===== src/rtl/exc_pkg.sv =====
// rtl/exc_pkg.sv - shared encodings for the exception sequencer and its CP0 registers
package exc_pkg;

    typedef enum logic [1:0] {
        ST_RUN      = 2'd0,
        ST_FLUSH    = 2'd1,
        ST_REDIRECT = 2'd2
    } exc_state_e;

    localparam logic [4:0] CP0_SR    = 5'd12;
    localparam logic [4:0] CP0_CAUSE = 5'd13;
    localparam logic [4:0] CP0_EPC   = 5'd14;

    localparam logic [4:0] EXC_INT = 5'd0;
    localparam logic [4:0] EXC_RI  = 5'd10;
    localparam logic [4:0] EXC_OV  = 5'd12;

    localparam int SR_IE_BIT    = 0;
    localparam int SR_EXL_BIT   = 1;
    localparam int IM_LSB       = 10;
    localparam int IM_MSB       = 15;
    localparam int CAUSE_BD_BIT = 31;
    localparam int EXC_LSB      = 2;
    localparam int EXC_MSB      = 6;

endpackage


===== src/rtl/exc_cp0_regs.sv =====
// rtl/exc_cp0_regs.sv - SR/Cause/EPC/LastPC storage with combinational MFC0 read mux
module exc_cp0_regs
    import exc_pkg::*;
(
    input  logic        clk_i,
    input  logic        reset_i,
    input  logic [5:0]  hw_int_i,
    input  logic        run_i,
    input  logic [31:0] pcm_i,
    input  logic        bdm_i,
    input  logic        trap_i,
    input  logic [4:0]  trap_code_i,
    input  logic        eret_i,
    input  logic        wr_en_i,
    input  logic [4:0]  addr_i,
    input  logic [31:0] wr_data_i,
    output logic [31:0] rd_data_o,
    output logic [5:0]  sr_im_o,
    output logic        sr_ie_o,
    output logic        sr_exl_o,
    output logic [31:0] epc_o
);

    logic [5:0]  im_q;
    logic        exl_q;
    logic        ie_q;
    logic [5:0]  ip_q;
    logic        bd_q;
    logic [4:0]  code_q;
    logic [31:0] epc_q;
    logic [31:0] last_pc_q;
    logic [31:0] epc_d;

    // A bubble has no PC of its own, so resume after the last real instruction.
    always_comb begin
        if (bdm_i) begin
            epc_d = pcm_i - 32'd4;
        end else if (pcm_i == 32'd0) begin
            epc_d = last_pc_q + 32'd4;
        end else begin
            epc_d = pcm_i;
        end
    end

    always_ff @(posedge clk_i or posedge reset_i) begin
        if (reset_i) begin
            im_q      <= '0;
            exl_q     <= 1'b0;
            ie_q      <= 1'b0;
            ip_q      <= '0;
            bd_q      <= 1'b0;
            code_q    <= '0;
            epc_q     <= '0;
            last_pc_q <= '0;
        end else begin
            ip_q <= hw_int_i;
            if (run_i && (pcm_i != 32'd0)) begin
                last_pc_q <= pcm_i;
            end
            if (trap_i) begin
                exl_q  <= 1'b1;
                code_q <= trap_code_i;
                bd_q   <= bdm_i;
                epc_q  <= epc_d;
            end else if (eret_i) begin
                exl_q <= 1'b0;
            end else if (wr_en_i) begin
                if (addr_i == CP0_SR) begin
                    im_q  <= wr_data_i[IM_MSB:IM_LSB];
                    exl_q <= wr_data_i[SR_EXL_BIT];
                    ie_q  <= wr_data_i[SR_IE_BIT];
                end else if (addr_i == CP0_EPC) begin
                    epc_q <= wr_data_i;
                end
            end
        end
    end

    always_comb begin
        rd_data_o = '0;
        case (addr_i)
            CP0_SR: begin
                rd_data_o[IM_MSB:IM_LSB] = im_q;
                rd_data_o[SR_EXL_BIT]    = exl_q;
                rd_data_o[SR_IE_BIT]     = ie_q;
            end
            CP0_CAUSE: begin
                rd_data_o[CAUSE_BD_BIT]    = bd_q;
                rd_data_o[IM_MSB:IM_LSB]   = ip_q;
                rd_data_o[EXC_MSB:EXC_LSB] = code_q;
            end
            CP0_EPC: rd_data_o = epc_q;
            default: rd_data_o = '0;
        endcase
    end

    assign sr_im_o  = im_q;
    assign sr_ie_o  = ie_q;
    assign sr_exl_o = exl_q;
    assign epc_o    = epc_q;

endmodule


===== src/rtl/exc_controller.sv =====
// rtl/exc_controller.sv - M-stage trap/ERET decision, pipeline flush and fetch redirect sequencer
module exc_controller
    import exc_pkg::*;
#(
    parameter logic [31:0] HANDLER_ADDR = 32'h0000_4180
) (
    input  logic        clk,
    input  logic        reset,
    input  logic [5:0]  HWInt,
    input  logic        ErrorOvM,
    input  logic        ErrorRlM,
    input  logic [31:0] PCM,
    input  logic        BDM,
    input  logic        EretM,
    input  logic        CP0We,
    input  logic [4:0]  CP0Addr,
    input  logic [31:0] CP0Din,
    output logic [31:0] CP0Dout,
    output logic        FlushReq,
    output logic        RedirectValid,
    output logic [31:0] RedirectPC,
    input  logic        RedirectAck,
    output logic        EXL
);

    exc_state_e  state_q;
    logic        flush_q;
    logic        rvalid_q;
    logic [31:0] rpc_q;

    logic [5:0]  sr_im;
    logic        sr_ie;
    logic        sr_exl;
    logic [31:0] epc;

    logic        in_run;
    logic        pc_valid;
    logic        int_req;
    logic        trap;
    logic [4:0]  trap_code;
    logic        eret;
    logic        cp0_wr;

    assign in_run    = (state_q == ST_RUN);
    assign pc_valid  = (PCM != 32'd0);
    assign int_req   = sr_ie & ~sr_exl & (|(HWInt & sr_im));
    assign trap      = in_run & (int_req | (pc_valid & (ErrorRlM | ErrorOvM)));
    assign trap_code = int_req ? EXC_INT : (ErrorRlM ? EXC_RI : EXC_OV);
    assign eret      = in_run & ~trap & EretM & pc_valid;
    assign cp0_wr    = in_run & ~trap & ~eret & CP0We;

    exc_cp0_regs u_cp0 (
        .clk_i       (clk),
        .reset_i     (reset),
        .hw_int_i    (HWInt),
        .run_i       (in_run),
        .pcm_i       (PCM),
        .bdm_i       (BDM),
        .trap_i      (trap),
        .trap_code_i (trap_code),
        .eret_i      (eret),
        .wr_en_i     (cp0_wr),
        .addr_i      (CP0Addr),
        .wr_data_i   (CP0Din),
        .rd_data_o   (CP0Dout),
        .sr_im_o     (sr_im),
        .sr_ie_o     (sr_ie),
        .sr_exl_o    (sr_exl),
        .epc_o       (epc)
    );

    // The redirect target is latched on entry so it stays stable for the whole handshake.
    always_ff @(posedge clk or posedge reset) begin
        if (reset) begin
            state_q  <= ST_RUN;
            flush_q  <= 1'b0;
            rvalid_q <= 1'b0;
            rpc_q    <= '0;
        end else begin
            case (state_q)
                ST_RUN: begin
                    if (trap || eret) begin
                        state_q  <= ST_FLUSH;
                        flush_q  <= 1'b1;
                        rvalid_q <= 1'b1;
                        rpc_q    <= trap ? HANDLER_ADDR : epc;
                    end
                end
                ST_FLUSH: begin
                    state_q <= ST_REDIRECT;
                end
                ST_REDIRECT: begin
                    if (RedirectAck) begin
                        state_q  <= ST_RUN;
                        flush_q  <= 1'b0;
                        rvalid_q <= 1'b0;
                    end
                end
                default: begin
                    state_q  <= ST_RUN;
                    flush_q  <= 1'b0;
                    rvalid_q <= 1'b0;
                end
            endcase
        end
    end

    assign FlushReq      = flush_q;
    assign RedirectValid = rvalid_q;
    assign RedirectPC    = rpc_q;
    assign EXL           = sr_exl;

endmodule

===== config.mk =====
export PLATFORM = sky130hd
export DESIGN_NAME = exc_controller
export DESIGN_NICKNAME = d
export VERILOG_FILES = /design/src/rtl/exc_pkg.sv /design/src/rtl/exc_cp0_regs.sv /design/src/rtl/exc_controller.sv
export SDC_FILE = /design/constraint.sdc
export NUM_CORES = 1
export LEC_CHECK = 0
export CELL_PAD_IN_SITES_DETAIL_PLACEMENT = 0
export CELL_PAD_IN_SITES_GLOBAL_PLACEMENT = 1
export CORE_MARGIN = 2
export CORE_UTILIZATION = 42
export DETAILED_ROUTE_END_ITERATION = 6
export PLACE_DENSITY = 0.83
export SYNTH_ARGS = -nofsm -noshare
export SYNTH_HDL_FRONTEND = slang
export SYNTH_SLANG_ARGS = --single-unit

===== constraint.sdc =====
create_clock -name clk -period 6.55 [get_ports clk]
set_input_delay 1.31 -clock clk [delete_from_list [all_inputs] [get_ports clk]]
set_output_delay 1.31 -clock clk [all_outputs]
set_load 0.005 [all_outputs]

Word level (Yosys, flattened, before mapping)
Cells that the tools add are included.
Widths: inputs -> output; s select.
- bitwise operators: 16
- mux-type cells: 26
- shifts and indexed selects: 0
- magnitude comparators: 0
- add/subtract/negate cells: 2
- multipliers: 0
- equal/unequal tests: 9
- div/mod/pow operators: 0
- reduce and logical (&&, ||, !) cells: 16
- operators by type and width (cell ; number):
    $mux 32 ; 8
    $add 32x3->32 const B ; 1
    $logic_not 32->1 ; 1
    $reduce_bool 32->1 ; 1
    $sub 32x3->32 const B ; 1
    $pmux 6 s3 ; 1
    $eq 5x4->1 const B ; 3
    $mux 15 ; 1
    $pmux 5 s2 ; 1
    $and 1x1->1 ; 9
    $reduce_and 4->1 ; 2
    $and 6x6->6 ; 1
    $mux 1 ; 6
    $mux 3 ; 2
    $ne 2x2->1 const B ; 3
    $pmux 2 s3 ; 1
    $reduce_and 2->1 ; 3
    $reduce_bool 3->1 ; 2
    $reduce_or 6->1 ; 1
    $mux 2 ; 2
    $mux 4 ; 1
    $not 1->1 ; 4
    $pmux 2 s2 ; 1
    $reduce_bool 2->1 ; 2
    other kinds (10) ; 11
- bits in latches: 0
- flip-flop bits (word level): 119
- logic and storage cells: 80
- memories: 0
- RAM bits: 0
- input bits: 83
- output and inout bits: 67
- memory bits (read-only): 0

Depth between registers and ports, before layout
Gate-level depths: netlist of the first run.
- depth in word-level cells: 15
- mapped depth: 10
- depth with buffers taken out: 8

Modules after synthesis
Synthesis of the first run repeated with hierarchy kept, for this count alone.
- cell total of the unflattened synthesis: 666
- area, all modules: 7055.5 um^2
- by module, submodules not included (module ; instances ; sequential area each (um^2) ; area an instance (um^2) ; cells an instance):
    exc_cp0_regs ; 1 ; 2102.0 ; 5550.3 ; 556
    exc_controller ; 1 ; 875.8 ; 1505.2 ; 110

Worst setup path before layout of the first run
Ideal clock, no wire load.
- kind: in2out
- from: in CP0Addr[0]
- to: out CP0Dout[4]
- data arrival time: 2.656 ns
- cell stages on the path: 4
- buffers on the path: 2
- required time: 5.240 ns
- path slack: 2.584 ns
- cell sequence: clkbuf_1 nor4b_1 clkbuf_1 a22o_1
- word-level cells in the longest chain between the ends: 2
- elaborated cells between the ends (all ways): 3
- classes of those cells: eq/ne: 2; mux: 1
- ends and longest elaborated chain (what ; RTL line ; text):
    from (decl) ; exc_controller.sv:16 ; input logic [4:0] CP0Addr,
    $eq 5x4->1 ; exc_cp0_regs.sv:81 ; case (addr_i)
    $pmux 5 s2 * ; exc_cp0_regs.sv:81 ;
    to (decl) ; exc_controller.sv:18 ; output logic [31:0] CP0Dout,
Every way passes the cells marked *; elsewhere a longest branch is shown, timed or not.

Worst setup path after layout of the first run
- from: in CP0Addr[0]
- to: out CP0Dout[27]
- word-level cells in the longest chain between the ends: 2
- ends and longest elaborated chain (what ; RTL line):
    $eq 5x4->1 ; exc_cp0_regs.sv:81
    $mux 15 ; exc_cp0_regs.sv:81
Every way passes these cells.

==> results of run 1 <==
==> worst paths after layout <==
kind                            startpoint            endpoint  slack, ns  depth (start not counted)
max in group asynchronous            reset      RedirectPC[23]       3.94                          3
setup reg to reg                state_q[1]      u_cp0.epc_o[5]       3.76                          5
hold reg to reg            u_cp0.code_q[2]     u_cp0.code_q[2]       0.49                          2
hold / removal             u_cp0.code_q[2]     u_cp0.code_q[2]       0.49                          2
min in group asynchronous            reset  u_cp0.last_pc_q[5]       1.41                          2
setup / recovery                CP0Addr[0]         CP0Dout[27]       1.37                          5
==> sequential cells by signal, indices dropped and copies added (netlist names) <==
signal           flops
RedirectPC          32
u_cp0.epc_o         32
u_cp0.last_pc_q     32
u_cp0.ip_q           6
u_cp0.sr_im_o        6
u_cp0.code_q         3
state_q              2
RedirectValid        1
u_cp0.bd_q           1
u_cp0.sr_exl_o       1
u_cp0.sr_ie_o        1
==> routing by layer <==
metal / vias up / wire length, µm
met3: 24 / 1170
met5: - / 0
met4: 0 / 300
met1: 2871 / 8940
met2: 223 / 9250
li1: 2753 / -
==> cell type report <==
cell class                      instances  area, µm²  area share (%)
Clock buffer                           22        484            5.47
Multi-Input combinational cell        521       3530            39.9
Timing Repair Buffer                  156       1540            17.4
Tap cell                              216        270            3.05
Clock inverter                          5       52.6           0.593
Inverter                               12       47.5           0.537
Sequential cell                       117       2930            33.1
==> placed cells by master, fill, tap and decap left out, drive strengths merged, types with 3 or more instances in the layout <==
| cell | count |
|---|---|
| a211oi | 12 |
| clkinv | 3 |
| or3 | 6 |
| ha | 3 |
| nor4 | 12 |
| clkbuf | 22 |
| mux2i | 49 |
| nor2 | 29 |
| nor3 | 18 |
| or4 | 5 |
| buf | 7 |
| nand2 | 106 |
| and2 | 24 |
| nand3 | 20 |
| or2 | 3 |
| nand4 | 16 |
| a21oi | 20 |
| mux2 | 38 |
| xnor2 | 29 |
| o211ai | 6 |
| dfrtp | 117 |
| inv | 12 |
| a22oi | 3 |
| o31ai | 4 |
| a22o | 7 |
| xor2 | 8 |
| and4 | 3 |
| and3 | 6 |
| clkdlybuf4s50 | 149 |
| o2111ai | 6 |
| o21ai | 64 |
==> power groups by stage <==
| stage | Combinational, mW | Clock [mW] | Sequential [mW] |
|---|---|---|---|
| after floorplan | 0.698 | 0 | 1.21 |
| after global placement | 1.01 | 0 | 1.30 |
| after detailed placement | 1.04 | 0 | 1.30 |
| after CTS | 1.05 | 0.867 | 1.29 |
| after global routing | 1.14 | 0.901 | 1.34 |
| final | 1.04 | 0.856 | 1.30 |
==> worst max-delay path: cells and delay by family <==
kind,cells,cell delay [ns]
simple gates,2,1.01
buf+inv,3,1.53
==> cell families after synthesis <==
group                      after synthesis
and+or+nand+nor                        255
AOI/OAI and AO/OA                      139
DFF                                    117
muxes                                   87
buffers and inverters                   57
xor gates and xnor gates                37
adders and majority gates                3
==> results_dict.tcl, run 1 <==
set metrics [dict create \
    synthArstFlopShare_pct 100 \
    power.density_nw_per_um2 361 \
    antenna_found_initial 0 \
    timing.hold.ws_ns 0.494 \
    cp_data_arrival_time_ns 3.87 \
    leakagePower_nw 3.39 \
    fin_crit_sh_pct 79.0 \
    crit_type "primary input to primary output" \
    dr_total_vias 5871 \
    timing_hold_violations_final 0 \
    finalWirelength_um 19700 \
    top_usage_layer "met2" \
    ioPinCount 150 \
    ant_nets 0 \
    drt_iter0_markers 510 \
    ys_warn_count 0 \
    drtPass1Iterations 5 \
    avgSynthCellArea_um2 9.69 \
    intPower_mw 2.09 \
    path_max_fanout 23 \
    clk_pin_slew_ns 0.05 \
    fin_util_pct 56.2 \
    period_needed_ns 5.18 \
    wl_per_cell_um 18.8 \
    dp_cells 1022 \
    placed_cell_area_um2 8320 \
    finalSetupTns_ns 0 \
    crit_slowest_cell "nor4b_2" \
    port_buffers 149 \
    synth_edf_count 0 \
    synthesis.nets 781 \
    instances_no_fill 1049 \
    gp_congestion 0.923 \
    core_area_um2 15800 \
    power.total_mw 3.20 \
    cts_hold_buf 0 \
    synth_cells 695 \
    grtUsageMet1_pct 33.4 \
    vdd_drop_max_mv 0.218 \
    yosysMostFrequentCell "dfrtp_1" \
    use_met2_pct 37.2 \
    outcome "finished clean" \
    fp.dieH_um 131 \
    initial_utilization_pct 42.7 \
    grt_usage_pct 23.7 \
    dieArea_um2 17100 \
    worstMarginPinSlew_ns 1.12 \
    synth_cell_types 60 \
    cap_violations 0 \
    endpoint_kind "primary output" \
    setup_viol 0 \
    synthXorXnorAreaFrac_pct 4.81 \
    syn_to_final_growth_pct 31.5 \
    cts_buffers 17 \
    drc 0 \
    yosysTopAreaCell "dfrtp_1" \
    crit_required_ns 5.24 \
    power_frac_seq_pct 40.7 \
    start_kind "primary input" \
    n_fill_cell 1427 \
    synthSimpleGateAreaFrac_pct 19.2 \
    synth-compound-area-share_pct 13.8 \
    synth.cell_area_um2 6740 \
    grt_use_met3_pct 3.99 \
    grt_start_max_net_pins 66 \
    htreeDepth 4 \
    ctsResizeCount 0 \
    critical-path-max-stage-delay_ns 0.85 \
    finalNetCount 911 \
    synthTopCellsByCount "dfrtp_1 (117), nand2_1 (105), o21ai_0 (56)" \
    fin_skew_ns 0.00437 \
    hold_class "register to register" \
    crit_top_cell "clkdlybuf4s50_1" \
    slew_headroom_pct 25.1 \
    yosysTopAreaCellShare_pct 43.5 \
    clkLatencyLatePin_ns 0.42 \
    synth_seq_cells 117 \
    synth_fa_ha_area_share_pct 0.557 \
    drv_slew 0 \
    pwr-share-comb_pct 32.5 \
    antenna_cells 0 \
    drive_gt1_share_pct 13.0 \
    overflow 0 \
    p_clk_share_pct 26.8 \
    p_switching_mw 1.11 \
    cts_tree "done" \
    final.setup.worst_slack_ns 1.37 \
    synth.area.mux_share_pct 13.6 \
    vias_per_cell 5.60 \
    design_area_um2 8860 \
    crit_chain "clkdlybuf4s50_1, nor4b_2, buf_4, and2_1, clkdlybuf4s50_1" \
    rows 46 \
    fmax_mhz 193 \
    clockRootBuffer "clkbuf_16" \
    first_global_vias 5649 \
    post_cts_buffers 0 \
    ys_seq_area_share_pct 43.5 \
    rsz0062_at_grt "no" \
    place_hpwl_um 14700 \
    clock_path_buffers 2 \
    synthFlopType "dfrtp_1" \
    cts_sinks 117 \
    post-place-ws_ns 1.40 \
    synth_top_family_by_area "simple AND/OR/NAND/NOR gates" \
    die_w_um 131 \
    grt_first_pass_wirelength_um 30800 \
    p_sw_share_pct 34.6 \
    synthTopCellsByArea "dfrtp_1 (43%), mux2i_1 (7.3%), mux2_2 (6.4%), nand2_1 (5.8%), o21ai_0 (4.2%)" \
]
No activity file was read; power rests on OpenSTA's default activity.
==> run 2: changes to the inputs <==
- CORE_UTILIZATION: 42 -> 35
- PLACE_DENSITY: 0.83 -> 0.74
- clock period: 6.55 -> 4.7 ns (I/O delays scaled with it)
==> run 2 against run 1 <==
Net effect: non-clock buffer count increased by 12; power increased by 50%; critical endpoint is now CP0Dout[0]; critical path depth increased by 1; register-to-register slack got worse by 2.0 ns.
==> results_dict.tcl, run 2 (synthesized netlist as in run 1, its figures left out) <==
set metrics [dict create \
    cts_sinks 117 \
    power.density_nw_per_um2 524 \
    outcome "finished clean" \
    n_fill_cell 1736 \
    port_buffers 149 \
    finalWirelength_um 20800 \
    antenna_found_initial 0 \
    final.setup.worst_slack_ns 0.794 \
    start_kind "primary input" \
    dp_cells 1052 \
    dieArea_um2 20400 \
    worstSetupStartpoint "CP0Addr[3]" \
    initial_utilization_pct 35.9 \
    post-place-ws_ns 0.617 \
    overflow 0 \
    multiInputGateArea_um2 3530 \
    vdd_drop_max_mv 0.279 \
    final_cell_mix "clkdlybuf4s50_1 (149), dfrtp_1 (117), nand2_1 (105), o21ai_0 (56), mux2i_1 (49)" \
    fmax_mhz 256 \
    rr_startpoint "state_q[1]" \
    period_needed_ns 3.91 \
    cts_tree "done" \
    path_max_fanout 8 \
    finalNetCount 923 \
    place_hpwl_um 15600 \
    ioPinCount 150 \
    drt_iter0_markers 531 \
    drtPass1Iterations 6 \
    first_global_vias 5829 \
    worstMarginPinSlew_ns 1.16 \
    post_cts_buffers 0 \
    crit_required_ns 3.76 \
    hold_class "register to register" \
    hold_start "u_cp0.bd_q" \
    gp_congestion 0.960 \
    htreeDepth 4 \
    clk_pin_slew_ns 0.06 \
    min_path_cells 2 \
    leakagePower_nw 3.51 \
    dr_total_vias 5876 \
    grt_first_pass_wirelength_um 32400 \
    wl_per_cell_um 19.2 \
    instances_no_fill 1084 \
    seqCellArea_um2 2930 \
    layout_commonest_cell "clkdlybuf4s50_1" \
    clkLatencyLatePin_ns 0.41 \
    drc 0 \
    drv_slew 0 \
    endpoint_kind "primary output" \
    slew_headroom_pct 22.0 \
    syn_to_final_growth_pct 35.4 \
    rows 50 \
    timing_hold_violations_final 0 \
    fp.dieH_um 143 \
    grt_usage_pct 20.7 \
    core_area_um2 18800 \
    clock_path_buffers 2 \
    cap_violations 0 \
    vias_per_cell 5.42 \
    crit_type "primary input to primary output" \
    clockRootBuffer "clkbuf_16" \
    fin_crit_sh_pct 83.1 \
    setup_viol 0 \
    cts_hold_buf 0 \
    fin_skew_ns 0.00649 \
    ant_nets 0 \
    cts_buffers 17 \
    rr_worst_depth 6 \
    die_w_um 143 \
    antenna_cells 0 \
    drive_gt1_share_pct 14.6 \
    rsz0062_at_grt "no" \
    cp_data_arrival_time_ns 2.97 \
    finalSetupTns_ns 0 \
    grt_start_max_net_pins 73 \
    ctsResizeCount 0 \
]
[run 2: changes by cell type in the layout (fill, tap and decap cells not counted), sizes merged]
cell,change
clkbuf,-2
buf,+12
clkinv,-1
inv,+2
bufinv,+5
clkinvlp,+1
[run 2: layout make-up]
type / count / area share [%]
Inverter: 12 / 0.521
Sequential cell: 117 / 32.1
Multi-Input combinational cell: 521 / 38.7
Clock inverter: 12 / 2.44
Clock buffer: 20 / 5.01
Timing Repair Buffer: 168 / 18.1
Tap cell: 234 / 3.21
[run 2: power by group]
part	switching, mW	internal [mW]
logic	0.717	0.766
clock network	0.477	1.02
registers	0.384	1.41
total	1.58	3.20
[run 2: worst paths after layout]
kind / endpoint / slack [ns]
worst max-delay path: CP0Dout[0] / 0.79
worst min-delay path: u_cp0.bd_q / 0.49
worst max register to register: RedirectPC[25] / 1.80
worst min register to register: u_cp0.bd_q / 0.49
max in group asynchronous: u_cp0.last_pc_q[15] / 2.74
min in group asynchronous: u_cp0.epc_o[8] / 1.07
[run 2: routing by layer]
metal,global-route usage [%],share of wire [%]
met1,28.8,47
met2,32.7,46
met3,3.69,5.5
met4,6.98,2.0
met5,0,0
[run 2: through the flow]
| step | hold slack (ns) | util, % | power, mW | area, µm² |
|---|---|---|---|---|
| 4_1_cts | 0.490 | 48.6 | 4.81 | 9120 |
| 3_5_place_dp | 0.478 | 45.0 | 3.30 | 8440 |
| 2_1_floorplan | 0.440 | - | 2.66 | 6740 |
| 6_report | 0.489 | 48.6 | 4.78 | 9120 |
| 3_3_place_gp | 0.462 | 45.0 | 3.25 | 8440 |
| 5_1_grt | 0.519 | 48.6 | 5.06 | 9120 |
[run 2: worst max-delay path, cell delays in order]
cell             delay (ns)
clkdlybuf4s50_1        0.46
nand2_1                0.07
or3_1                  0.44
nor2_1                 0.32
a22o_1                 0.22
clkdlybuf4s50_1        0.51
==> run 3: changes to the inputs <==
- CORE_UTILIZATION: 35 -> 39
- PLACE_DENSITY: 0.74 -> 0.78
- clock period: 4.7 -> 3.6 ns (I/O delays scaled with it)
==> run 3 against run 2 <==
Net effect: non-clock buffer count grew 39; register-to-register slack got worse by 0.61 ns; cell count rose by 2.8%; largest power group unchanged; sequential share of layout area decreased by 0.98 points; worst hold slack lost 0.0057 ns; highest routed layer unchanged; core utilization is 6.4 points higher; clock power rose by 12%; critical path depth did not move; setup slack got worse by 0.56 ns; clock-buffer cell count increased by 1; via count grew 3.5%.
==> results_dict.tcl, run 3 (synthesized netlist as in run 1, its figures left out) <==
set metrics [dict create \
    outcome "finished clean" \
    leakagePower_nw 3.68 \
    ant_nets 0 \
    dieArea_um2 18300 \
    timing_hold_violations_final 0 \
    final.setup.worst_slack_ns 0.232 \
    slew_headroom_pct 32.3 \
    drc 0 \
    power.density_nw_per_um2 651 \
    cap_violations 0 \
    vias_per_cell 5.46 \
    design_area_um2 9410 \
    layout_commonest_cell "clkdlybuf4s50_1" \
    place_hpwl_um 15400 \
    ioPinCount 150 \
    clock_path_buffers 2 \
    path_max_fanout 3 \
    ctsResizeCount 0 \
    dr_wl_met3_um 1270 \
    drtPass1Iterations 5 \
    overflow 0 \
    post_cts_buffers 0 \
    grt_first_pass_wirelength_um 32200 \
    final_cell_mix "clkdlybuf4s50_1 (149), dfrtp_1 (117), nand2_1 (105), o21ai_0 (56), buf_4 (50)" \
    start_kind "primary input" \
    top_layer "met4" \
    finalNetCount 962 \
    clk_pin_slew_ns 0.05 \
    crit_top_cell "clkdlybuf4s50_1" \
    dp_cells 1082 \
    fp.dieH_um 135 \
    drt_iter0_markers 356 \
    fin_skew_ns 0.00872 \
    post-place-ws_ns 0.0356 \
    htreeDepth 4 \
    vdd_drop_max_mv 0.354 \
    m1WireLength_um 9300 \
    dr_total_vias 6083 \
    cp_data_arrival_time_ns 2.65 \
    crit_chain "clkdlybuf4s50_1, nand2_1, or3_1, nor2_1, a22o_1, clkdlybuf4s50_1" \
    first_global_vias 5923 \
    antenna_cells 0 \
    gp_congestion 0.885 \
    setup_viol 0 \
    rows 48 \
    die_w_um 135 \
    route.met2.wl_um 9470 \
    core_area_um2 17100 \
    cts_buffers 17 \
    hold_class "register to register" \
    clockRootBuffer "clkbuf_16" \
    finalSetupTns_ns 0 \
    wl_per_cell_um 18.3 \
    clkLatencyLatePin_ns 0.42 \
    port_buffers 149 \
    rsz0062_at_grt "no" \
    cts_hold_buf 0 \
    cts_sinks 117 \
    cts_tree "done" \
    antenna_found_initial 1 \
    worstMarginPinSlew_ns 1.01 \
    grt_start_max_net_pins 118 \
    drive_gt1_share_pct 18.3 \
    period_needed_ns 3.37 \
    drv_slew 0 \
    crit_required_ns 2.88 \
    grt_usage_pct 23.0 \
    finalWirelength_um 20400 \
    endpoint_kind "primary output" \
    crit_slowest_cell "clkdlybuf4s50_1" \
    syn_to_final_growth_pct 39.6 \
    fin_crit_sh_pct 93.5 \
    instances_no_fill 1114 \
    critical-path-max-stage-delay_ns 0.50 \
    regToRegSetupSlack_ns 1.19 \
    fmax_mhz 297 \
    initial_utilization_pct 39.4 \
    placed_cell_area_um2 8810 \
    crit_type "primary input to primary output" \
]
[run 3: cell types whose count changed in the layout (fill, tap and decap cells not counted), sizes merged]
cell / previous run / this run
clkinv: 2 / 3
buf: 19 / 58
inv: 14 / 12
clkinvlp: 2 / 6
clkbuf: 20 / 21
bufinv: 6 / 2
[run 3: area by class of cell]
type	count	area (µm²)
fill	1522	7710
multi-input combinational	521	3530
sequential	117	2930
timing repair buffer	207	2030
clock buffer	21	470
tap	225	282
clock inverter	11	125
inverter	12	48.8
[run 3: power breakdown]
group          switching (mW)  internal (mW)  total (mW)
registers               0.514           1.84        2.36
logic                   0.964           1.12        2.08
clock network           0.612           1.07        1.68
[run 3: final timing paths]
| kind | startpoint | to | depth (start not counted) |
|---|---|---|---|
| worst max-delay path | CP0Addr[2] | CP0Dout[1] | 6 |
| worst min-delay path | u_cp0.code_q[1] | u_cp0.code_q[1] | 2 |
| worst max register to register | u_cp0.last_pc_q[14] | u_cp0.epc_o[27] | 6 |
| worst min register to register | u_cp0.code_q[1] | u_cp0.code_q[1] | 2 |
| max in group asynchronous | reset | RedirectPC[0] | 3 |
| min in group asynchronous | reset | u_cp0.last_pc_q[10] | 3 |
[run 3: critical path, delay by kind of cell]
family          cells  cell delay, ns
compound gates      1            0.24
buf+inv             2            0.95
simple gates        3            0.73
[run 3: routing by layer]
layer | GRT usage (%) | vias to the layer above
met1 | 31.7 | 2961
met3 | 4.75 | 30
met2 | 36.6 | 221
li1 | - | 2871
met4 | 6.94 | 0
met5 | 0 | -
[run 3: metrics by stage]
stage / utilization (%) / hold slack (ns) / power, mW
2_1_floorplan: - / 0.440 / 3.47
3_3_place_gp: 51.5 / 0.453 / 4.37
3_5_place_dp: 51.5 / 0.476 / 4.45
4_1_cts: 55.0 / 0.488 / 6.15
5_1_grt: 55.0 / 0.510 / 6.50
6_report: 55.0 / 0.483 / 6.12
